## src/rtl/inst_fetch_ctrl_pkg.sv

```systemverilog
// Shared types and constants for the instruction fetch sequencer.
package inst_fetch_ctrl_pkg;

  localparam int unsigned INST_ADDR_W = 32;
  localparam int unsigned INST_DATA_W = 32;

  localparam logic [INST_ADDR_W-1:0] RESET_PC_DEFAULT = '0;
  localparam logic [INST_DATA_W-1:0] ZERO_WORD        = '0;

  localparam logic CHIP_ENABLE  = 1'b1;
  localparam logic CHIP_DISABLE = 1'b0;

  typedef enum logic [1:0] {
    StIdle = 2'b00,
    StRun  = 2'b01,
    StHalt = 2'b10
  } fetch_state_e;

endpackage

```

## src/rtl/inst_fetch_ctrl_if.sv

```systemverilog
// ROM bus, decode handshake and redirect/halt controls of the fetch sequencer.
interface inst_fetch_ctrl_if #(
  parameter int unsigned ADDR_W = 32,
  parameter int unsigned DATA_W = 32
) ();

  logic              rom_ce;
  logic [ADDR_W-1:0] rom_addr;
  logic [DATA_W-1:0] rom_inst;
  logic              if_valid;
  logic              if_ready;
  logic [ADDR_W-1:0] if_pc;
  logic [DATA_W-1:0] if_inst;
  logic              br_valid;
  logic [ADDR_W-1:0] br_target;
  logic              halt;
  logic              misalign;

  modport master (
    output rom_ce, rom_addr, if_valid, if_pc, if_inst, misalign,
    input  rom_inst, if_ready, br_valid, br_target, halt
  );

  modport slave (
    input  rom_ce, rom_addr, if_valid, if_pc, if_inst, misalign,
    output rom_inst, if_ready, br_valid, br_target, halt
  );

endinterface

```

## src/rtl/inst_fetch_ctrl_fetch_queue.sv

```systemverilog
// Small synchronous FIFO holding {pc, inst} fetch entries; clear dominates push.
module inst_fetch_ctrl_fetch_queue #(
  parameter int unsigned WIDTH = 64,
  parameter int unsigned DEPTH = 2,
  localparam int unsigned PTR_W = $clog2(DEPTH),
  localparam int unsigned CNT_W = $clog2(DEPTH + 1)
) (
  input  logic             clk,
  input  logic             rst,
  input  logic             push,
  input  logic             pop,
  input  logic             clear,
  input  logic [WIDTH-1:0] wdata,
  output logic [WIDTH-1:0] rdata,
  output logic [CNT_W-1:0] count
);

  logic [WIDTH-1:0] mem_q [DEPTH];
  logic [PTR_W-1:0] rd_ptr_q, wr_ptr_q;
  logic [CNT_W-1:0] count_q;
  logic [WIDTH-1:0] last_q;
  logic             empty, full, do_push, do_pop;

  assign empty   = (count_q == '0);
  assign full    = (count_q == CNT_W'(DEPTH));
  assign do_pop  = pop && !empty;
  assign do_push = push && !clear && (!full || do_pop);

  always_ff @(posedge clk or posedge rst) begin
    if (rst) begin
      rd_ptr_q <= '0;
      wr_ptr_q <= '0;
      count_q  <= '0;
      last_q   <= '0;
    end else begin
      // Remember the head shown this cycle so the output holds once the queue empties.
      if (!empty) last_q <= mem_q[rd_ptr_q];
      if (clear) begin
        wr_ptr_q <= rd_ptr_q;
        count_q  <= '0;
      end else begin
        if (do_push) wr_ptr_q <= wr_ptr_q + PTR_W'(1);
        if (do_pop)  rd_ptr_q <= rd_ptr_q + PTR_W'(1);
        case ({do_push, do_pop})
          2'b10:   count_q <= count_q + CNT_W'(1);
          2'b01:   count_q <= count_q - CNT_W'(1);
          default: count_q <= count_q;
        endcase
      end
    end
  end

  always_ff @(posedge clk) begin
    if (do_push) mem_q[wr_ptr_q] <= wdata;
  end

  assign rdata = empty ? last_q : mem_q[rd_ptr_q];
  assign count = count_q;

endmodule

```

## src/rtl/inst_fetch_ctrl.sv

```systemverilog
// Instruction fetch sequencer: owns the PC, drives the ROM and feeds decode through a fetch queue.
module inst_fetch_ctrl
  import inst_fetch_ctrl_pkg::*;
#(
  parameter int unsigned       ADDR_W   = INST_ADDR_W,
  parameter int unsigned       DATA_W   = INST_DATA_W,
  parameter logic [ADDR_W-1:0] RESET_PC = ADDR_W'(RESET_PC_DEFAULT),
  parameter int unsigned       QDEPTH   = 2
) (
  input logic               clk,
  input logic               rst,
  inst_fetch_ctrl_if.master bus
);

  localparam int unsigned CNT_W = $clog2(QDEPTH + 1);

  fetch_state_e        state_q;
  logic [ADDR_W-1:0]   pc_q;
  logic                misalign_q;

  logic                redirect, pop, push, has_room;
  logic [CNT_W-1:0]    q_count;
  logic [ADDR_W+DATA_W-1:0] q_rdata;

  assign redirect = bus.br_valid && (state_q != StIdle);
  assign pop      = (q_count != '0) && bus.if_ready;
  assign has_room = (q_count < CNT_W'(QDEPTH)) || pop;
  // A redirect suppresses the fetch at the old pc in the same cycle.
  assign push     = (state_q == StRun) && !bus.br_valid && has_room;

  assign bus.rom_ce   = push ? CHIP_ENABLE : CHIP_DISABLE;
  assign bus.rom_addr = pc_q;
  assign bus.if_valid = (q_count != '0);
  assign bus.if_pc    = q_rdata[ADDR_W+DATA_W-1:DATA_W];
  assign bus.if_inst  = q_rdata[DATA_W-1:0];
  assign bus.misalign = misalign_q;

  inst_fetch_ctrl_fetch_queue #(
    .WIDTH (ADDR_W + DATA_W),
    .DEPTH (QDEPTH)
  ) u_fetch_queue (
    .clk   (clk),
    .rst   (rst),
    .push  (push),
    .pop   (pop),
    .clear (redirect),
    .wdata ({pc_q, bus.rom_inst}),
    .rdata (q_rdata),
    .count (q_count)
  );

  always_ff @(posedge clk or posedge rst) begin
    if (rst) begin
      state_q    <= StIdle;
      pc_q       <= RESET_PC;
      misalign_q <= 1'b0;
    end else begin
      misalign_q <= redirect && (bus.br_target[1:0] != 2'b00);

      unique case (state_q)
        StIdle:  state_q <= StRun;
        StRun:   if (bus.halt) state_q <= StHalt;
        StHalt:  if (!bus.halt) state_q <= StRun;
        default: state_q <= StIdle;
      endcase

      if (redirect) begin
        pc_q <= {bus.br_target[ADDR_W-1:2], 2'b00};
      end else if (push) begin
        pc_q <= pc_q + ADDR_W'(4);
      end
    end
  end

endmodule

```

## src/flat_wrapper.sv

```systemverilog
// flat-port wrapper written by rule: the top's interface ports become plain ports
module inst_fetch_ctrl_flat import inst_fetch_ctrl_pkg::*;
#(
  parameter int unsigned       ADDR_W   = INST_ADDR_W,
  parameter int unsigned       DATA_W   = INST_DATA_W,
  parameter logic [ADDR_W-1:0] RESET_PC = ADDR_W'(RESET_PC_DEFAULT),
  parameter int unsigned       QDEPTH   = 2
)
  (clk, rst, bus_rom_ce, bus_rom_addr, bus_if_valid, bus_if_pc, bus_if_inst, bus_misalign, bus_rom_inst, bus_if_ready, bus_br_valid, bus_br_target, bus_halt);
  inst_fetch_ctrl_if #(.ADDR_W(ADDR_W), .DATA_W(DATA_W)) bus_i ();
  input logic clk;
  input logic rst;
  output wire logic [$bits(bus_i.rom_ce)-1:0] bus_rom_ce;
  output wire logic [$bits(bus_i.rom_addr)-1:0] bus_rom_addr;
  output wire logic [$bits(bus_i.if_valid)-1:0] bus_if_valid;
  output wire logic [$bits(bus_i.if_pc)-1:0] bus_if_pc;
  output wire logic [$bits(bus_i.if_inst)-1:0] bus_if_inst;
  output wire logic [$bits(bus_i.misalign)-1:0] bus_misalign;
  input wire logic [$bits(bus_i.rom_inst)-1:0] bus_rom_inst;
  input wire logic [$bits(bus_i.if_ready)-1:0] bus_if_ready;
  input wire logic [$bits(bus_i.br_valid)-1:0] bus_br_valid;
  input wire logic [$bits(bus_i.br_target)-1:0] bus_br_target;
  input wire logic [$bits(bus_i.halt)-1:0] bus_halt;
  assign bus_rom_ce = bus_i.rom_ce;
  assign bus_rom_addr = bus_i.rom_addr;
  assign bus_if_valid = bus_i.if_valid;
  assign bus_if_pc = bus_i.if_pc;
  assign bus_if_inst = bus_i.if_inst;
  assign bus_misalign = bus_i.misalign;
  assign bus_i.rom_inst = bus_rom_inst;
  assign bus_i.if_ready = bus_if_ready;
  assign bus_i.br_valid = bus_br_valid;
  assign bus_i.br_target = bus_br_target;
  assign bus_i.halt = bus_halt;
  inst_fetch_ctrl #(.ADDR_W(ADDR_W), .DATA_W(DATA_W), .RESET_PC(RESET_PC), .QDEPTH(QDEPTH)) u_core (.clk(clk), .rst(rst), .bus(bus_i));
endmodule
```

## config.mk

```make
export PLATFORM = sky130hd
export DESIGN_NAME = inst_fetch_ctrl_flat
export DESIGN_NICKNAME = d
export VERILOG_FILES = /design/src/rtl/inst_fetch_ctrl_pkg.sv /design/src/rtl/inst_fetch_ctrl_if.sv /design/src/rtl/inst_fetch_ctrl_fetch_queue.sv /design/src/rtl/inst_fetch_ctrl.sv /design/src/flat_wrapper.sv
export SDC_FILE = /design/constraint.sdc
export NUM_CORES = 1
export LEC_CHECK = 0
export CAP_MARGIN = 5
export CORE_ASPECT_RATIO = 0.75
export CORE_UTILIZATION = 48
export CTS_BUF_LIST = sky130_fd_sc_hd__clkbuf_2
export DETAILED_ROUTE_END_ITERATION = 8
export PLACE_DENSITY = 0.78
export SKIP_CTS_REPAIR_TIMING = 1
export SYNTH_ARGS = -nofsm -noshare
export SYNTH_HDL_FRONTEND = slang
export SYNTH_SLANG_ARGS = --single-unit
```

## constraint.sdc

```tcl
create_clock -name clk -period 4.5 [get_ports clk]
set_clock_uncertainty 0.1 [all_clocks]
set_input_delay 0.9 -clock clk [delete_from_list [all_inputs] [get_ports clk]]
set_output_delay 0.9 -clock clk [all_outputs]
set_load 0.005 [all_outputs]
```

Yosys cells after proc, flatten, opt, wreduce, memory -nomap -nowiden
Memories as Yosys holds them, arrays and structs flattened.
Cells that the tools add are included.
{"block": "classes", "n_addsub": 5, "order_cmp": 1, "n_eq_ne": 7, "n_mux": 13, "bitwise": 1, "n_reduce_logical": 24}
{"operator": "$mux W32", "n": 2}
{"operator": "$mux W64", "n": 1}
{"operator": "$add A32 B3 Y32 const B", "n": 1}
{"operator": "$reduce_bool A2 Y1", "n": 5}
{"operator": "$logic_and A1 B1 Y1", "n": 8}
{"operator": "$eq A2 B2 Y1 const B", "n": 3}
{"operator": "$mux W2", "n": 3}
{"operator": "$pmux W2 S3", "n": 1}
{"operator": "$mux W1", "n": 5}
{"operator": "$eq A2 B1 Y1 const B", "n": 2}
{"operator": "$logic_not A1 Y1", "n": 4}
{"operator": "$logic_not A2 Y1", "n": 2}
{"operator": "$ne A2 B2 Y1 const B", "n": 2}
{"operator": "$pmux W2 S2", "n": 1}
{"operator": "$reduce_and A2 Y1", "n": 2}
{"operator": "$reduce_bool A3 Y1", "n": 1}
{"operator": "$add A1 B1 Y1 const B", "n": 2}
{"operator": "$add A2 B1 Y2 const B", "n": 1}
{"operator": "$logic_or A1 B1 Y1", "n": 2}
{"operator": "$lt A2 B2 Y1 const B", "n": 1}
{"operator": "$sub A2 B1 Y2 const B", "n": 1}
{"operator": "$not A1 Y1", "n": 1}
{"block": "totals", "regBits": 103, "ramBits": 128, "input_bits": 69, "out_inout_bits": 99, "wordCells": 59, "memories": 1}
{"memory": "u_core.u_fetch_queue.mem_q", "words": 2, "width": 64, "read_ports": 1, "rd_clocked_by_memory_dff": 0, "write_ports": 1, "line_no": "inst_fetch_ctrl_fetch_queue.sv:18", "rtl": "logic [WIDTH-1:0] mem_q [DEPTH];"}

Logic depth before layout (Yosys ltp)
{"block": "logic_depth", "ltp_word": 9, "mapped_depth": 8, "mapped_depth_nobuf": 7}

Modules after synthesis
Synthesis repeated with hierarchy kept, for this count alone.
{"block": "hier_totals", "hier_cells": 669, "hier_area_um2": 9063.7}
{"mod": "inst_fetch_ctrl_fetch_queue", "n_inst": 1, "cells_each": 434, "area_per_inst_um2": 7034.2, "seq_area_each_um2": 5545.3}
{"mod": "inst_fetch_ctrl", "n_inst": 1, "cells_each": 235, "area_per_inst_um2": 2029.4, "seq_area_each_um2": 825.8}

Least setup slack after synthesis
Ideal clock, no wire load.
{"block": "synth_timing", "kind": "input-to-reg", "start": "in bus_br_valid", "end": "mem u_core.u_fetch_queue.mem_q[0][0] (enable)", "setup_time_ns": 0.483, "arrival_ns": 4.323, "required_ns": 3.917, "setup_slack_ns": -0.406, "path_stages": 5, "path_buffers": 1, "cell_sequence": "or3b_4 > nor2_8 > inv_2 > buf_2 > nor2_1"}
{"block": "synth_between", "elab_chain_cells": 7, "elab_cells_between_ends": 9, "cone_classes": "2 x mux; 7 x reduce/logical"}
{"item": "from (decl)", "line_no": "flat_wrapper.sv:21", "rtl": "input wire logic [$bits(bus_i.br_valid)-1:0] bus_br_valid;"}
{"item": "$logic_not A1 Y1", "line_no": "inst_fetch_ctrl.sv:29", "rtl": "assign push = (state_q == StRun) && !bus.br_valid && has_room;"}
{"item": "$logic_and A1 B1 Y1 (2 in series)", "line_no": "inst_fetch_ctrl.sv:29"}
{"item": "$logic_and A1 B1 Y1 * (2 in series)", "line_no": "inst_fetch_ctrl_fetch_queue.sv:27", "rtl": "assign do_push = push && !clear && (!full || do_pop);"}
{"item": "$mux W1 *", "line_no": "inst_fetch_ctrl_fetch_queue.sv:54", "rtl": "if (do_push) mem_q[wr_ptr_q] <= wdata;"}
{"item": "$mux W1 (implied by the code) *", "line_no": "inst_fetch_ctrl_fetch_queue.sv:54"}
{"item": "to (decl)", "line_no": "inst_fetch_ctrl_fetch_queue.sv:18"}
Every way passes the cells marked *; elsewhere a longest branch is shown, timed or not.

Worst setup path in the final report
{"block": "layout_timing", "start": "reg u_core.u_fetch_queue.rd_ptr_q", "end": "out bus_if_inst[11]"}
{"block": "layout_between", "elab_chain_cells": 2}
{"item": "from (decl)", "line_no": "inst_fetch_ctrl_fetch_queue.sv:19", "rtl": "logic [PTR_W-1:0] rd_ptr_q, wr_ptr_q;"}
{"item": "from (signal assigned)", "line_no": "inst_fetch_ctrl_fetch_queue.sv:43", "rtl": "if (do_pop) rd_ptr_q <= rd_ptr_q + PTR_W'(1);"}
{"item": "$mem_v2 Z2 W64"}
{"item": "$mux W64"}
{"item": "to (decl)", "line_no": "flat_wrapper.sv:17", "rtl": "output wire logic [$bits(bus_i.if_inst)-1:0] bus_if_inst;"}
Every way passes these cells.

==> summary.md <==
| Metric | Value |
|---|---|
| Status | finished, final reports clean |
| Reg clk slew, reported paths | about 100 ps |
| Antenna-violating nets left | 0 |
| EDFF count, synth | ~120 |
| Top Ports | about 170 |
| Final #Nets | between 800 and 900 |
| PnR Total Power | between 0.007 and 0.008 W |
| Port Buffer Count | 165 |
| Routed length per placed instance | between 15 and 20 um |
| # fillers | roughly 1.4k |
| Synth Register Bits | ~230 |
| TritonRoute pass-1 iters | 5 |
| Pwr/cell area | 679 nW/um^2 |
| Starting Density | 0.492 |
| CTS tree | done |
| Startpoint types | flip-flop |
| Hold Crit Class | flip-flop to flip-flop |
| H-tree levels | 2 |
| Async S/R FF share, synth | 0.449 |
| Highest Clock Rate | roughly 0.24 GHz |
| Post-synth top cells | edfxtp_1 (124), nand2_1 (103), dfrtp_1 (101) |
| M2 GR Usage | 0.315 |
| Yosys Warn Count | 0 |
| Yosys top cell by area | edfxtp_1 |
| Drt initial violations | 457 |
| Core area | between 15000 and 20000 um^2 |
| Worst Max-Slew Pin Slew | between 1000 and 1500 ps |
| Final min period | 4170 ps |
| Vias in the first global route | about 5.8k |
| Multi-input logic area | around 2300 um^2 |
| Most frequent cell after synthesis | edfxtp_1 |
| Relative slew slack | 0.323 |
| Total CTS buffers | between 50 and 60 |
| DR vias | 5762 |
| Gr usage total | 0.213 |
| Fin. Hold Viols | 0 |
| Largest net degree at the start of global routing | between 60 and 70 |
| RSZ-0062 raised after global routing | no |
| # clock sinks | approximately 230 |
| Final RePlAce weighted congestion | between 0.8 and 0.9 |
| Setup TNS | 0 ps |
| Critical Path RT | approximately 3500 ps |
| Die ar. | between 15000 and 20000 um^2 |
| Drt via density | 5.17 |
| Crit-path slowest cell | dfrtp_4 |
| Max-cap violations | 0 |
| Worst Path Buf+Inv | 2 |
| Root Driver | clkbuf_2 |
| Area Overhead vs Synth | 28.0% |
| Final instance area | 11100 um^2 |
| Worst EP arrival | between 3000 and 4000 ps |
| Core Rows | 42 |
| Avg Cell Area, Syn | around 14 um^2 |
| Static Leak | roughly 4.4 nW |
| Die height | 118 um |
| Setup CP Type | flip-flop to output pin |
| Diode count | 0 |
| Met1 Use GR | 0.296 |
| Seq. cell area | between 6000 and 7000 um^2 |
| Maximum root-to-sink buffer count | 3 |
| Worst-path maximum fanout | 57 |
| # setup viols final | 0 |
| Post-DP Area | roughly 11000 um^2 |
| Detailed placement HPWL | around 12000 um |
| Synthesized area | a little under 9000 um^2 |
| WL final | between 15000 and 20000 um |
| Skew-Pair Late Insertion Delay | ~810 ps |
| Worst-path cell chain | buf_4 > mux2i_1 > o21ai_0 > clkdlybuf4s50_1 |
| Post-synth top area share | 0.429 |
| Global routing usage on met3 | 0.0693 |
| Most used DFF post-synth | edfxtp_1 |
| Synthesized instance count | between 600 and 700 |
| Die W | 157 um |
| Initial antenna violation count | 0 |
| First-pass GRT wire length | around 30000 um |
| Peak supply drop | approximately 0.35 mV |
| Crit-path max cell delay | around 1100 ps |
| Critical Path Sink Type | output pin |
| Post-synthesis sequential area ratio | 0.720 |
| Max-slew violation count | 0 |
| Share of layout cells above drive strength 1 | 0.126 |
| Top cells by area, synth | edfxtp_1 (43%), dfrtp_1 (29%), mux2i_1 (7.1%) |
| DRC viols | 0 |
| Remaining global-route overflow | 0 |
| CP top delay family | flip-flops |
| Distinct cells, synth | 41 |
| Crit share post-route | 0.927 |
| Global route hottest layer | met2 |
==> area by class of cell <==
cell class	instances	share of cell area
Multi-Input combinational cell	369	0.207
Clock buffer	88	0.0396
Clock inverter	12	0.00405
Inverter	5	0.00191
Tap cell	242	0.0272
Timing Repair Buffer	173	0.157
Sequential cell	225	0.563
==> path summary, 6_finish.rpt <==
kind / startpoint / endpoint / slack (ps) / cells past startpoint
setup / recovery: u_core.u_fetch_queue.rd_ptr_q$_DFFE_PP0P_ / bus_if_inst[11] / 330 / 4
hold / removal: u_core.u_fetch_queue.last_q[33]$_DFF_PP0_ / u_core.u_fetch_queue.last_q[33]$_DFF_PP0_ / 380 / 1
setup reg to reg: u_core.u_fetch_queue.count[0]$_DFFE_PP0P_ / u_core.u_fetch_queue.count[1]$_DFFE_PP0P_ / 1950 / 6
hold reg to reg: u_core.u_fetch_queue.last_q[33]$_DFF_PP0_ / u_core.u_fetch_queue.last_q[33]$_DFF_PP0_ / 380 / 1
max in group asynchronous: rst / u_core.u_fetch_queue.last_q[22]$_DFF_PP0_ / 3020 / 3
min in group asynchronous: rst / u_core.bus.rom_addr[5]$_DFFE_PP0P_ / 440 / 2
==> power breakdown <==
group / internal [W] / switching [W] / leakage [nW] / total, W
Clock: 0.000510 / 0.000764 / 0.387 / 0.00127
Combinational: 0.00150 / 0.00123 / 1.65 / 0.00273
Sequential: 0.00296 / 0.000585 / 2.38 / 0.00354
==> flip-flops by register name, summed over array words and instances (netlist names) <==
signal / flops
u_core.u_fetch_queue.mem_q: 124
u_core.u_fetch_queue.last_q: 64
u_core.bus.rom_addr: 30
u_core.state_q: 2
u_core.u_fetch_queue.count: 2
u_core.bus.misalign: 1
u_core.u_fetch_queue.rd_ptr_q: 1
u_core.u_fetch_queue.wr_ptr_q: 1
==> per-stage QoR <==
stage	hold slack (ps)	std cells	worst slack, ps	utilization
finish	384	1114	328	0.630
CTS	377	1114	217	0.630
global placement	366	1014	889	0.602
global route	428	1114	126	0.630
floorplan	373	631	652	-
detailed placement	372	1014	851	0.602
==> kinds of logic (layout without fill, tap and decap cells) <==
logic type,count (synthesis),count (layout),share of synthesized area
DFF,225,225,0.720
and+or+nand+nor,170,170,0.0941
AOI/OAI and AO/OA,113,113,0.0733
muxes,63,63,0.0727
buffers and inverters,37,278,0.0177
xor gates and xnor gates,19,19,0.0192
adders and majority gates,2,2,0.00288
other,1,2,0.000432
==> layer usage <==
layer	part of all wire	vias to the layer above
li1	-	2731
met1	0.44	2748
met2	0.45	256
met3	0.099	27
met4	0.013	0
met5	0	-
==> cells in the final DEF, fill, tap and decap left out, types with 10 or more instances in the layout <==
master,count
clkinv_1,11
nand3_1,12
nand2_1,103
xor2_1,15
o21ai_0,83
dfrtp_1,100
nand4_1,15
edfxtp_1,124
mux2i_1,62
clkbuf_2,88
clkdlybuf4s50_1,165
nor2_1,10
(Power assumes the default switching activity.)
